==> src/rtl/uart_echo_fifo_if.sv <==
// rtl/uart_echo_fifo_if.sv - serial lines, control and status of the UART echo FIFO
// slave is the echo block, master is whatever drives RXD and watches TXD.
interface uart_echo_fifo_if #(
  parameter int FIFO_DEPTH = 16
) ();
  logic                          RXD;
  logic [15:0]                   baudselect;
  logic                          tx_enable;
  logic                          clear_err;
  logic                          TXD;
  logic                          rx_valid;
  logic                          tx_busy;
  logic [$clog2(FIFO_DEPTH):0]   fifo_count;
  logic                          overflow;
  logic                          frame_err;
  logic                          parity_err;

  modport slave (
    input  RXD, baudselect, tx_enable, clear_err,
    output TXD, rx_valid, tx_busy, fifo_count, overflow, frame_err, parity_err
  );

  modport master (
    output RXD, baudselect, tx_enable, clear_err,
    input  TXD, rx_valid, tx_busy, fifo_count, overflow, frame_err, parity_err
  );
endinterface

==> src/rtl/uart_echo_fifo.sv <==
// rtl/uart_echo_fifo.sv - UART receiver feeding a FIFO that drains into a UART transmitter
// Define UART_ECHO_PARITY_EN for an even parity bit on both lines.
module uart_echo_fifo #(
  parameter int DATA_BITS  = 8,
  parameter int FIFO_DEPTH = 16
) (
  input  logic            clk,
  input  logic            reset,
  uart_echo_fifo_if.slave io_bus
);
  localparam int              AW       = $clog2(FIFO_DEPTH);
  localparam logic [AW:0]     CNT_ONE  = (AW+1)'(1);
  localparam logic [AW:0]     CNT_FULL = (AW+1)'(FIFO_DEPTH);
  localparam logic [AW-1:0]   PTR_ONE  = AW'(1);
  localparam logic [3:0]      LAST_BIT = 4'(DATA_BITS - 1);

  typedef enum logic [2:0] {
    S_IDLE,
    S_START,
    S_DATA,
`ifdef UART_ECHO_PARITY_EN
    S_PARITY,
`endif
    S_STOP
  } state_t;

  logic                 r_rxd_meta, r_rxd_sync, r_rxd_prev;
  state_t               r_rx_state;
  logic [15:0]          r_rx_baud, r_rx_cnt;
  logic [3:0]           r_rx_bit;
  logic [DATA_BITS-1:0] r_rx_shift;
  logic                 r_rx_hold;

  state_t               r_tx_state;
  logic [15:0]          r_tx_baud, r_tx_cnt;
  logic [3:0]           r_tx_bit;
  logic [DATA_BITS-1:0] r_tx_shift;
  logic                 r_txd, r_tx_busy;

  logic [DATA_BITS-1:0] r_mem [FIFO_DEPTH];
  logic [AW-1:0]        r_wr_ptr, r_rd_ptr;
  logic [AW:0]          r_count;
  logic                 r_rx_valid, r_overflow, r_frame_err;

  logic [15:0]          w_baud_eff;
  logic                 w_rx_tick, w_stop_sample, w_push, w_frame_evt, w_par_ok;
  logic                 w_full, w_wr, w_pop, w_tx_last;
  logic [DATA_BITS-1:0] w_tx_data;

  assign w_baud_eff    = (io_bus.baudselect < 16'd2) ? 16'd2 : io_bus.baudselect;
  assign w_rx_tick     = (r_rx_cnt == r_rx_baud - 16'd1);
  assign w_stop_sample = (r_rx_state == S_STOP) && !r_rx_hold && w_rx_tick;
  assign w_push        = w_stop_sample && r_rxd_sync && w_par_ok;
  assign w_frame_evt   = w_stop_sample && !r_rxd_sync;
  assign w_full        = (r_count == CNT_FULL);
  assign w_tx_last     = (r_tx_cnt == r_tx_baud - 16'd1);
  assign w_tx_data     = r_mem[r_rd_ptr];
  // Popping on the last stop cycle lets a waiting byte follow with no idle gap.
  assign w_pop = io_bus.tx_enable && (r_count != '0) &&
                 ((r_tx_state == S_IDLE) || ((r_tx_state == S_STOP) && w_tx_last));
  assign w_wr  = w_push && (!w_full || w_pop);

`ifdef UART_ECHO_PARITY_EN
  logic r_rx_par_bad, r_tx_par, r_parity_err, w_par_evt;
  assign w_par_evt = (r_rx_state == S_PARITY) && w_rx_tick && (r_rxd_sync != ^r_rx_shift);
  assign w_par_ok  = !r_rx_par_bad;
  assign io_bus.parity_err = r_parity_err;
`else
  assign w_par_ok  = 1'b1;
  assign io_bus.parity_err = 1'b0;
`endif

  // Sync flops reset low so a start edge seen before release is ignored until RXD goes high.
  always_ff @(posedge clk or posedge reset) begin
    if (reset) begin
      r_rxd_meta <= 1'b0;
      r_rxd_sync <= 1'b0;
      r_rxd_prev <= 1'b0;
    end else begin
      r_rxd_meta <= io_bus.RXD;
      r_rxd_sync <= r_rxd_meta;
      r_rxd_prev <= r_rxd_sync;
    end
  end

  always_ff @(posedge clk or posedge reset) begin
    if (reset) begin
      r_rx_state <= S_IDLE;
      r_rx_baud  <= 16'd2;
      r_rx_cnt   <= '0;
      r_rx_bit   <= '0;
      r_rx_shift <= '0;
      r_rx_hold  <= 1'b0;
`ifdef UART_ECHO_PARITY_EN
      r_rx_par_bad <= 1'b0;
`endif
    end else begin
      case (r_rx_state)
        S_IDLE: if (!r_rxd_sync && r_rxd_prev) begin
          r_rx_state <= S_START;
          r_rx_baud  <= w_baud_eff;
          r_rx_cnt   <= '0;
        end
        S_START: if (r_rx_cnt == (r_rx_baud >> 1) - 16'd1) begin
          r_rx_cnt   <= '0;
          r_rx_bit   <= '0;
          r_rx_state <= r_rxd_sync ? S_IDLE : S_DATA;
`ifdef UART_ECHO_PARITY_EN
          r_rx_par_bad <= 1'b0;
`endif
        end else begin
          r_rx_cnt <= r_rx_cnt + 16'd1;
        end
        S_DATA: if (w_rx_tick) begin
          r_rx_cnt   <= '0;
          r_rx_shift <= {r_rxd_sync, r_rx_shift[DATA_BITS-1:1]};
          if (r_rx_bit == LAST_BIT) begin
`ifdef UART_ECHO_PARITY_EN
            r_rx_state <= S_PARITY;
`else
            r_rx_state <= S_STOP;
`endif
          end else begin
            r_rx_bit <= r_rx_bit + 4'd1;
          end
        end else begin
          r_rx_cnt <= r_rx_cnt + 16'd1;
        end
`ifdef UART_ECHO_PARITY_EN
        S_PARITY: if (w_rx_tick) begin
          r_rx_cnt     <= '0;
          r_rx_par_bad <= w_par_evt;
          r_rx_state   <= S_STOP;
        end else begin
          r_rx_cnt <= r_rx_cnt + 16'd1;
        end
`endif
        S_STOP: if (r_rx_hold) begin
          if (r_rxd_sync) begin
            r_rx_hold  <= 1'b0;
            r_rx_state <= S_IDLE;
          end
        end else if (w_rx_tick) begin
          r_rx_cnt <= '0;
          if (r_rxd_sync) r_rx_state <= S_IDLE;
          else            r_rx_hold  <= 1'b1;
        end else begin
          r_rx_cnt <= r_rx_cnt + 16'd1;
        end
        default: r_rx_state <= S_IDLE;
      endcase
    end
  end

  always_ff @(posedge clk) begin
    if (w_wr) r_mem[r_wr_ptr] <= r_rx_shift;
  end

  always_ff @(posedge clk or posedge reset) begin
    if (reset) begin
      r_wr_ptr    <= '0;
      r_rd_ptr    <= '0;
      r_count     <= '0;
      r_rx_valid  <= 1'b0;
      r_overflow  <= 1'b0;
      r_frame_err <= 1'b0;
`ifdef UART_ECHO_PARITY_EN
      r_parity_err <= 1'b0;
`endif
    end else begin
      if (w_wr)  r_wr_ptr <= r_wr_ptr + PTR_ONE;
      if (w_pop) r_rd_ptr <= r_rd_ptr + PTR_ONE;
      if (w_wr && !w_pop)      r_count <= r_count + CNT_ONE;
      else if (!w_wr && w_pop) r_count <= r_count - CNT_ONE;
      r_rx_valid <= w_wr;
      // A new error event outranks a simultaneous clear.
      if (w_push && !w_wr)       r_overflow <= 1'b1;
      else if (io_bus.clear_err) r_overflow <= 1'b0;
      if (w_frame_evt)           r_frame_err <= 1'b1;
      else if (io_bus.clear_err) r_frame_err <= 1'b0;
`ifdef UART_ECHO_PARITY_EN
      if (w_par_evt)             r_parity_err <= 1'b1;
      else if (io_bus.clear_err) r_parity_err <= 1'b0;
`endif
    end
  end

  always_ff @(posedge clk or posedge reset) begin
    if (reset) begin
      r_tx_state <= S_IDLE;
      r_tx_baud  <= 16'd2;
      r_tx_cnt   <= '0;
      r_tx_bit   <= '0;
      r_tx_shift <= '0;
      r_txd      <= 1'b1;
      r_tx_busy  <= 1'b0;
`ifdef UART_ECHO_PARITY_EN
      r_tx_par   <= 1'b0;
`endif
    end else if (w_pop) begin
      r_tx_state <= S_START;
      r_tx_baud  <= w_baud_eff;
      r_tx_cnt   <= '0;
      r_tx_shift <= w_tx_data;
      r_txd      <= 1'b0;
      r_tx_busy  <= 1'b1;
`ifdef UART_ECHO_PARITY_EN
      r_tx_par   <= ^w_tx_data;
`endif
    end else begin
      case (r_tx_state)
        S_START: if (w_tx_last) begin
          r_tx_cnt   <= '0;
          r_tx_bit   <= '0;
          r_txd      <= r_tx_shift[0];
          r_tx_state <= S_DATA;
        end else begin
          r_tx_cnt <= r_tx_cnt + 16'd1;
        end
        S_DATA: if (w_tx_last) begin
          r_tx_cnt <= '0;
          if (r_tx_bit == LAST_BIT) begin
`ifdef UART_ECHO_PARITY_EN
            r_txd      <= r_tx_par;
            r_tx_state <= S_PARITY;
`else
            r_txd      <= 1'b1;
            r_tx_state <= S_STOP;
`endif
          end else begin
            r_tx_bit   <= r_tx_bit + 4'd1;
            r_tx_shift <= r_tx_shift >> 1;
            r_txd      <= r_tx_shift[1];
          end
        end else begin
          r_tx_cnt <= r_tx_cnt + 16'd1;
        end
`ifdef UART_ECHO_PARITY_EN
        S_PARITY: if (w_tx_last) begin
          r_tx_cnt   <= '0;
          r_txd      <= 1'b1;
          r_tx_state <= S_STOP;
        end else begin
          r_tx_cnt <= r_tx_cnt + 16'd1;
        end
`endif
        S_STOP: if (w_tx_last) begin
          r_tx_cnt   <= '0;
          r_tx_busy  <= 1'b0;
          r_tx_state <= S_IDLE;
        end else begin
          r_tx_cnt <= r_tx_cnt + 16'd1;
        end
        default: ;
      endcase
    end
  end

  assign io_bus.TXD        = r_txd;
  assign io_bus.rx_valid   = r_rx_valid;
  assign io_bus.tx_busy    = r_tx_busy;
  assign io_bus.fifo_count = r_count;
  assign io_bus.overflow   = r_overflow;
  assign io_bus.frame_err  = r_frame_err;
endmodule

==> src/flat_wrapper.sv <==
// flat-port wrapper written by rule: the top's interface ports become plain ports
module uart_echo_fifo_flat 
#(
  parameter int DATA_BITS  = 8,
  parameter int FIFO_DEPTH = 16
)
  (clk, reset, io_bus_RXD, io_bus_baudselect, io_bus_tx_enable, io_bus_clear_err, io_bus_TXD, io_bus_rx_valid, io_bus_tx_busy, io_bus_fifo_count, io_bus_overflow, io_bus_frame_err, io_bus_parity_err);
  uart_echo_fifo_if #(.FIFO_DEPTH(FIFO_DEPTH)) io_bus_i ();
  input  logic clk;
  input  logic reset;
  input wire logic [$bits(io_bus_i.RXD)-1:0] io_bus_RXD;
  input wire logic [$bits(io_bus_i.baudselect)-1:0] io_bus_baudselect;
  input wire logic [$bits(io_bus_i.tx_enable)-1:0] io_bus_tx_enable;
  input wire logic [$bits(io_bus_i.clear_err)-1:0] io_bus_clear_err;
  output wire logic [$bits(io_bus_i.TXD)-1:0] io_bus_TXD;
  output wire logic [$bits(io_bus_i.rx_valid)-1:0] io_bus_rx_valid;
  output wire logic [$bits(io_bus_i.tx_busy)-1:0] io_bus_tx_busy;
  output wire logic [$bits(io_bus_i.fifo_count)-1:0] io_bus_fifo_count;
  output wire logic [$bits(io_bus_i.overflow)-1:0] io_bus_overflow;
  output wire logic [$bits(io_bus_i.frame_err)-1:0] io_bus_frame_err;
  output wire logic [$bits(io_bus_i.parity_err)-1:0] io_bus_parity_err;
  assign io_bus_i.RXD = io_bus_RXD;
  assign io_bus_i.baudselect = io_bus_baudselect;
  assign io_bus_i.tx_enable = io_bus_tx_enable;
  assign io_bus_i.clear_err = io_bus_clear_err;
  assign io_bus_TXD = io_bus_i.TXD;
  assign io_bus_rx_valid = io_bus_i.rx_valid;
  assign io_bus_tx_busy = io_bus_i.tx_busy;
  assign io_bus_fifo_count = io_bus_i.fifo_count;
  assign io_bus_overflow = io_bus_i.overflow;
  assign io_bus_frame_err = io_bus_i.frame_err;
  assign io_bus_parity_err = io_bus_i.parity_err;
  uart_echo_fifo #(.DATA_BITS(DATA_BITS), .FIFO_DEPTH(FIFO_DEPTH)) u_core (.clk(clk), .reset(reset), .io_bus(io_bus_i));
endmodule
==> config.mk <==
export PLATFORM = sky130hd
export DESIGN_NAME = uart_echo_fifo_flat
export DESIGN_NICKNAME = d
export VERILOG_FILES = /design/src/rtl/uart_echo_fifo_if.sv /design/src/rtl/uart_echo_fifo.sv /design/src/flat_wrapper.sv
export SDC_FILE = /design/constraint.sdc
export NUM_CORES = 1
export LEC_CHECK = 0
export CORE_MARGIN = 3
export CORE_UTILIZATION = 55
export CTS_BUF_LIST = sky130_fd_sc_hd__clkbuf_2 sky130_fd_sc_hd__clkbuf_4 sky130_fd_sc_hd__clkbuf_8
export CTS_CLUSTER_SIZE = 8
export DETAILED_ROUTE_END_ITERATION = 16
export PLACE_DENSITY = 0.79
export SETUP_SLACK_MARGIN = 0.15
export SYNTH_ARGS = -nofsm -noshare
export SYNTH_HDL_FRONTEND = slang
export SYNTH_SLANG_ARGS = --single-unit
==> constraint.sdc <==
create_clock -name clk -period 5.5 [get_ports clk]
set_input_delay 1.1 -clock clk [delete_from_list [all_inputs] [get_ports clk]]
set_output_delay 1.1 -clock clk [all_outputs]
set_load 0.05 [all_outputs]
; ---- Word level (Yosys, flattened, before mapping)
; Memory sizes are Yosys's and may differ from the RTL's.
; Index checks and enable logic that the tools add are counted.
[word_totals]
register_bits = 116
ramBits = 128
in_bits = 21
output_inout_bits = 11
word_cells = 162
memories = 1
[classes]
add_sub_neg = 11
n_lt_le_gt_ge = 1
n_eq_ne = 27
muxes = 54
bitwise_logic = 1
reduce_logical = 45
[memory_table]
columns = memory, depth, word_bits, rd, rd_clocked_by_memory_dff, write_ports, line
row1 = u_core.r_mem, 16, 8, 1, 0, 1, uart_echo_fifo.sv:40  ; logic [DATA_BITS-1:0] r_mem [FIFO_DEPTH];
[ops]
columns = op, count
row1 = 16-bit 2-to-1 mux, 8
row2 = 16-bit one-hot mux with 4 select lines, 1
row3 = 16-bit == test, 3
row4 = 3-bit 2-to-1 mux, 12
row5 = 16-bit by 1-bit adder with 16-bit output (second input constant), 2
row6 = 8-bit 2-to-1 mux, 4
row7 = 16-bit by 1-bit subtractor with 16-bit output (second input constant), 2
row8 = 4-bit 2-to-1 mux, 6
row9 = 2-bit nonzero test, 9
row10 = 4-bit by 1-bit adder with 4-bit output (second input constant), 4
row11 = 16-bit by 2-bit less-than comparator with 1-bit output (second input constant), 1
row12 = 4-bit one-hot mux with 2 select lines, 2
row13 = 15-bit by 1-bit subtractor with 16-bit output (second input constant), 1
row14 = 1-bit 2-to-1 mux, 15
row15 = 3-bit by 1-bit inequality test with 1-bit output (second input constant), 5
row16 = 5-bit AND reduction, 3
row17 = 2-bit by 1-bit inequality test with 1-bit output (second input constant), 7
row18 = 3-bit by 2-bit == test with 1-bit output (second input constant), 4
row19 = 1-bit logical AND, 12
row20 = 3-bit one-hot mux with 4 select lines, 1
row21 = 5-bit 2-to-1 mux, 2
row22 = 3-bit one-hot mux with 3 select lines, 1
row23 = 3-bit AND reduction, 3
row24 = 4-bit by 3-bit == test with 1-bit output (second input constant), 2
row25 = 17 further kinds, 29

; ---- Logic depth before layout (Yosys ltp)
[logic_depth]
word_depth = 11
depth_mapped = 21

; ---- Least setup slack after synthesis
; OpenSTA, ideal clock, no wires.
[synth_path]
path_type = flip-flop to flip-flop
from = register u_core.r_rx_baud[2]
to = register u_core.r_count[4] (netlist: u_core.io_bus.fifo_count[4])
arrival_ns = 4.060
t_required_ns = 5.377
slack_ns = 1.317
path_stages_with_launch = 21
period_less_slack_ns = 4.183
path_cell_list = dfrtp_1 clkbuf_1 inv_1 ha_1 nor4b_2 nand2_1 xnor2_1 or3b_1 nor4_2 nor3b_2 nand2_2 nor2_4 buf_4 ha_1 inv_1 ha_1 a21o_1 a21oi_1 xnor2_1 nor2_1 xnor2_1
[synth_between]
elab_chain_len = 8
elab_cells_between_ends = 10
classes_between = add/sub (1) / eq/ne (1) / mux (1) / reduce/logical (7)
[synth_rtl]
columns = element, line
row1 = from (decl), uart_echo_fifo.sv:29  ; logic [15:0] r_rx_baud, r_rx_cnt;
row2 = from (signal assigned), uart_echo_fifo.sv:101  ; r_rx_baud <= w_baud_eff;
row3 = 16-bit by 1-bit subtractor with 16-bit output *, uart_echo_fifo.sv:51  ; assign w_rx_tick = (r_rx_cnt == r_rx_baud - 16'd1);
row4 = 16-bit == test *, uart_echo_fifo.sv:51
row5 = 1-bit logical AND *, uart_echo_fifo.sv:52  ; assign w_stop_sample = (r_rx_state == S_STOP) && !r_rx_hold && w_rx_tick;
row6 = 1-bit logical AND *, uart_echo_fifo.sv:53  ; assign w_push = w_stop_sample && r_rxd_sync && w_par_ok;
row7 = 1-bit logical AND *, uart_echo_fifo.sv:61  ; assign w_wr = w_push && (!w_full || w_pop);
row8 = via u_core.w_wr, uart_echo_fifo.sv:47  ; logic w_full, w_wr, w_pop, w_tx_last;
row9 = 1-bit logical NOT, uart_echo_fifo.sv:174  ; else if (!w_wr && w_pop) r_count <= r_count - CNT_ONE;
row10 = 1-bit logical AND, uart_echo_fifo.sv:174
row11 = 2-bit nonzero test (no source line), n/a
row12 = to (signal assigned), uart_echo_fifo.sv:173  ; if (w_wr && !w_pop) r_count <= r_count + CNT_ONE;
row13 = to (signal assigned), uart_echo_fifo.sv:174
row14 = to (decl), uart_echo_fifo.sv:42  ; logic [AW:0] r_count;
; The timed path passes the listed nets; every way through them passes the cells marked *.
; A chain may end at the register's enable or synchronous reset.

; ---- Worst setup path after layout
[layout_path]
from = register u_core.r_rx_baud[2]
to = register u_core.r_count[4] (netlist: u_core.io_bus.fifo_count[4])
[layout_between]
elab_chain_len = 8
elab_cells_between_ends = 10
classes_between = add/sub (1) / eq/ne (1) / mux (1) / reduce/logical (7)
[layout_rtl]
columns = element, line
row1 = 16-bit by 1-bit subtractor with 16-bit output *, uart_echo_fifo.sv:51
row2 = 16-bit == test *, uart_echo_fifo.sv:51
row3 = 1-bit logical AND *, uart_echo_fifo.sv:52
row4 = 1-bit logical AND *, uart_echo_fifo.sv:53
row5 = 1-bit logical AND *, uart_echo_fifo.sv:61
row6 = 1-bit logical NOT, uart_echo_fifo.sv:174
row7 = 1-bit logical AND, uart_echo_fifo.sv:174
row8 = 2-bit nonzero test (no source line), n/a
; Mark *: on every way between the ends. The rest lies on a longest branch, timed or not.

==> metrics.cfg <==
[setup_path]
reg2reg_depth=18
critical_path_class=flip-flop to flip-flop
r2r-start=u_core.r_rx_baud[2]
path_max_fanout=16
endpoint=u_core.io_bus.fifo_count[4]
cp.arrival_ns=5.38
startpoint_type=flip-flop
r2r_slack_ns=0.57
crit_start=u_core.r_rx_baud[2]
cp-end-kind=flip-flop
crit_required_ns=5.95
reg2reg_to=u_core.io_bus.fifo_count[4]

[clock_network]
postCtsHoldBufs=0
clk_latency_ns=0.56
numCtsBuffers=40
clk_pin_slew_ns=0.06
cts_tree=yes
cts_max_path_buffers=3
cts_root_buf=clkbuf_8
cts.repair.resized=0
cts.sinks=242
htreeDepth=2
postCtsSetupBuffers=0

[yosys]
ys_async_sr_fraction_pct=47.1
netlist_instances=1049
synth_top_area_share_pct=31.3
ys_seq_elements=242
synth_cell_types=88
yosysMostFrequentCell=edfxtp_1
syn-cell-area_mm2=0.0123
synth_edf_count=128
synth_top_area_cell=edfxtp_1
netlist_top_cells_area=edfxtp_1 (31%), dfrtp_1 (23%), nand2_1 (3.9%)
synth_nets=1099
yosys_warnings=0
synth_seq_area_share_pct=54.6
synthTopCellsByCount=edfxtp_1 (128), nand2_1 (126), dfrtp_1 (111)
synth.avg_cell_area_um2=11.7
ys.flop_type=edfxtp_1

[final_layout]
area_growth_pct=10.6
fillers=1704
num_antenna_cells=0
finish.instance_area_mm2=0.0136
nets=1121
drive_gt1_share_pct=14.2

[placed_design]
gp_congestion=0.887
io_buffers=30
dp_hpwl_mm=17.3
placed_area_mm2=0.0127

[global_route]
gr-total-overflow=0
grtUsageTotal_pct=21.4
grt_pass1_vias=7987
antenna_found_initial=0
grt_max_degree=71
grt_first_pass_wirelength_mm=41.8

[power_and_ir_drop]
peakVddDrop_v=0.000199
combPwrFrac_pct=17.3
p_switching_uw=1340
p_clk_share_pct=35.9
power.density_mw_per_mm2=341
p_leak_uw=0.00523
p_int_uw=3280
p_sw_share_pct=29.0
seq_power_share_pct=46.8

[timing]
timing.fmax_mhz=203
hold_viol_final=0
post-route-period-util_pct=89.5
setup_violations=0
fin_tns_setup_ns=0
min_period_ns=4.93
rsz0062_at_grt=no
tightest_slew_ns=0.890
finalHoldWorstSlack_ns=0.347
drv_slew=0
relSlewSlack_pct=40.7
skew_ns=0.0286

[drt]
maxUsedRoutingLayer=met4
wl_mm=25.8
routed-wl-met2_mm=12.1
routedWlPerCell_um=18.6
route.detailed.drc=0
wl_met1_mm=11.7
via_per_inst=5.99
via_count=8283
drtIter0Drc=612
drtAntennaViolNets=0
wl_met3_mm=1.48
dr.pass1.iters=5

[floorplanning]
core_mm2=0.0219
core.rowCount=54
die_area_mm2=0.0241
die_width_um=155
die_h_um=155
start_util_pct=56.0
ios=32

[status]
outcome=finished, final reports clean

[hold_path]
hold_class=flip-flop to flip-flop

[job]
maxCapViolCount=0

-- state kept, by name, indices dropped and copies added (netlist names), 2 cells and up --
register / flops
u_core.r_rx_baud: 16
u_core.r_tx_baud: 16
u_core.r_tx_bit: 4
u_core.r_tx_state: 2
u_core.r_tx_cnt: 16
u_core.r_wr_ptr: 4
u_core.r_rx_state: 2
u_core.r_rx_shift: 8
u_core.io_bus.fifo_count: 5
u_core.r_rx_bit: 4
u_core.r_rd_ptr: 4
u_core.r_tx_shift: 8
u_core.r_rx_cnt: 16
u_core.r_mem: 128
-- cell type report --
cell class,count,area (µm²),share of cell area (%)
Clock buffer,65,769,5.67
Clock inverter,8,83.8,0.618
Inverter,30,115,0.848
Multi-Input combinational cell,720,5200,38.3
Sequential cell,242,6700,49.4
Tap cell,280,350,2.58
Timing Repair Buffer,37,353,2.60
-- routing by layer --
layer  global-route usage (%)  vias up
met5                        0        -
met4                     5.79        0
met3                     3.50       37
met2                     33.5      223
met1                     31.4     4097
li1                         -     3926
-- placed cells by master (no fill, tap or decap), types with 29 or more instances in the layout --
cell,netlist,final
a21oi_1,29,29
nor2_1,29,29
edfxtp_1,128,128
o21ai_0,66,66
clkbuf_8,0,45
and3_1,43,43
mux2i_1,39,39
mux2_2,31,31
dfrtp_1,111,110
clkdlybuf4s50_1,0,30
nand2_1,126,126
xnor2_1,43,43
-- power by group through the flow --
stage | Sequential (µW) | Clock (µW) | Combinational, µW
after floorplan | 2060 | 0 | 764
after global placement | 2190 | 0 | 781
after detailed placement | 2200 | 0 | 791
after CTS | 2160 | 1690 | 800
after global routing | 2180 | 1770 | 890
final | 2170 | 1660 | 800
-- worst min path at each step --
| stage | start | to | slack (ns) | depth (start not counted) |
|---|---|---|---|---|
| 6_report | u_core.r_rxd_meta | u_core.r_rxd_sync | 0.35 | 0 |
| 5_1_grt | u_core.r_rxd_meta | u_core.r_rxd_sync | 0.36 | 0 |
| 4_1_cts | u_core.r_rxd_meta | u_core.r_rxd_sync | 0.35 | 0 |
| 3_5_place_dp | u_core.r_rxd_meta | u_core.r_rxd_sync | 0.34 | 0 |
| 3_3_place_gp | u_core.r_rxd_meta | u_core.r_rxd_sync | 0.33 | 0 |
| 2_1_floorplan | u_core.r_rxd_meta | u_core.r_rxd_sync | 0.33 | 0 |
-- cells by family (layout without fill, tap and decap cells) --
logic type,after synthesis,after routing,synth area share (%)
AND/OR/NAND/NOR,333,333,14.7
flip-flops,242,242,54.6
AO/OA/AOI/OAI,203,203,10.8
buffers and inverters,87,140,3.00
multiplexers,86,86,8.96
XOR/XNOR,68,68,4.85
adder cells (fa/ha/maj),29,29,3.02
other,1,1,0.0306
-- worst max-delay path, stage by stage (launching register included) --
cell	delay [ns]
dfrtp_1	0.48
inv_1	0.12
ha_1	0.31
nor4b_2	0.59
nand3_1	0.29
a311oi_1	0.40
nor2_1	0.10
nor4_2	0.35
nor3b_2	0.30
nand2_2	0.14
nor2_4	0.33
ha_1	0.29
inv_1	0.12
ha_1	0.31
a21o_1	0.18
a21oi_1	0.18
xnor2_1	0.14
nor2_1	0.07
xnor2_1	0.13
-- per-stage QoR --
stage          worst slack [ns]  util (%)  total power (µW)  cells
3_5_place_dp              0.686      58.1              2990   1309
3_3_place_gp              0.896      58.1              2970   1309
6_report                  0.575      62.0              4630   1382
4_1_cts                   0.656      62.0              4660   1382
2_1_floorplan              1.32         -              2830   1049
5_1_grt                   0.212      62.0              4850   1382
No activity file was read; power rests on OpenSTA's default activity.
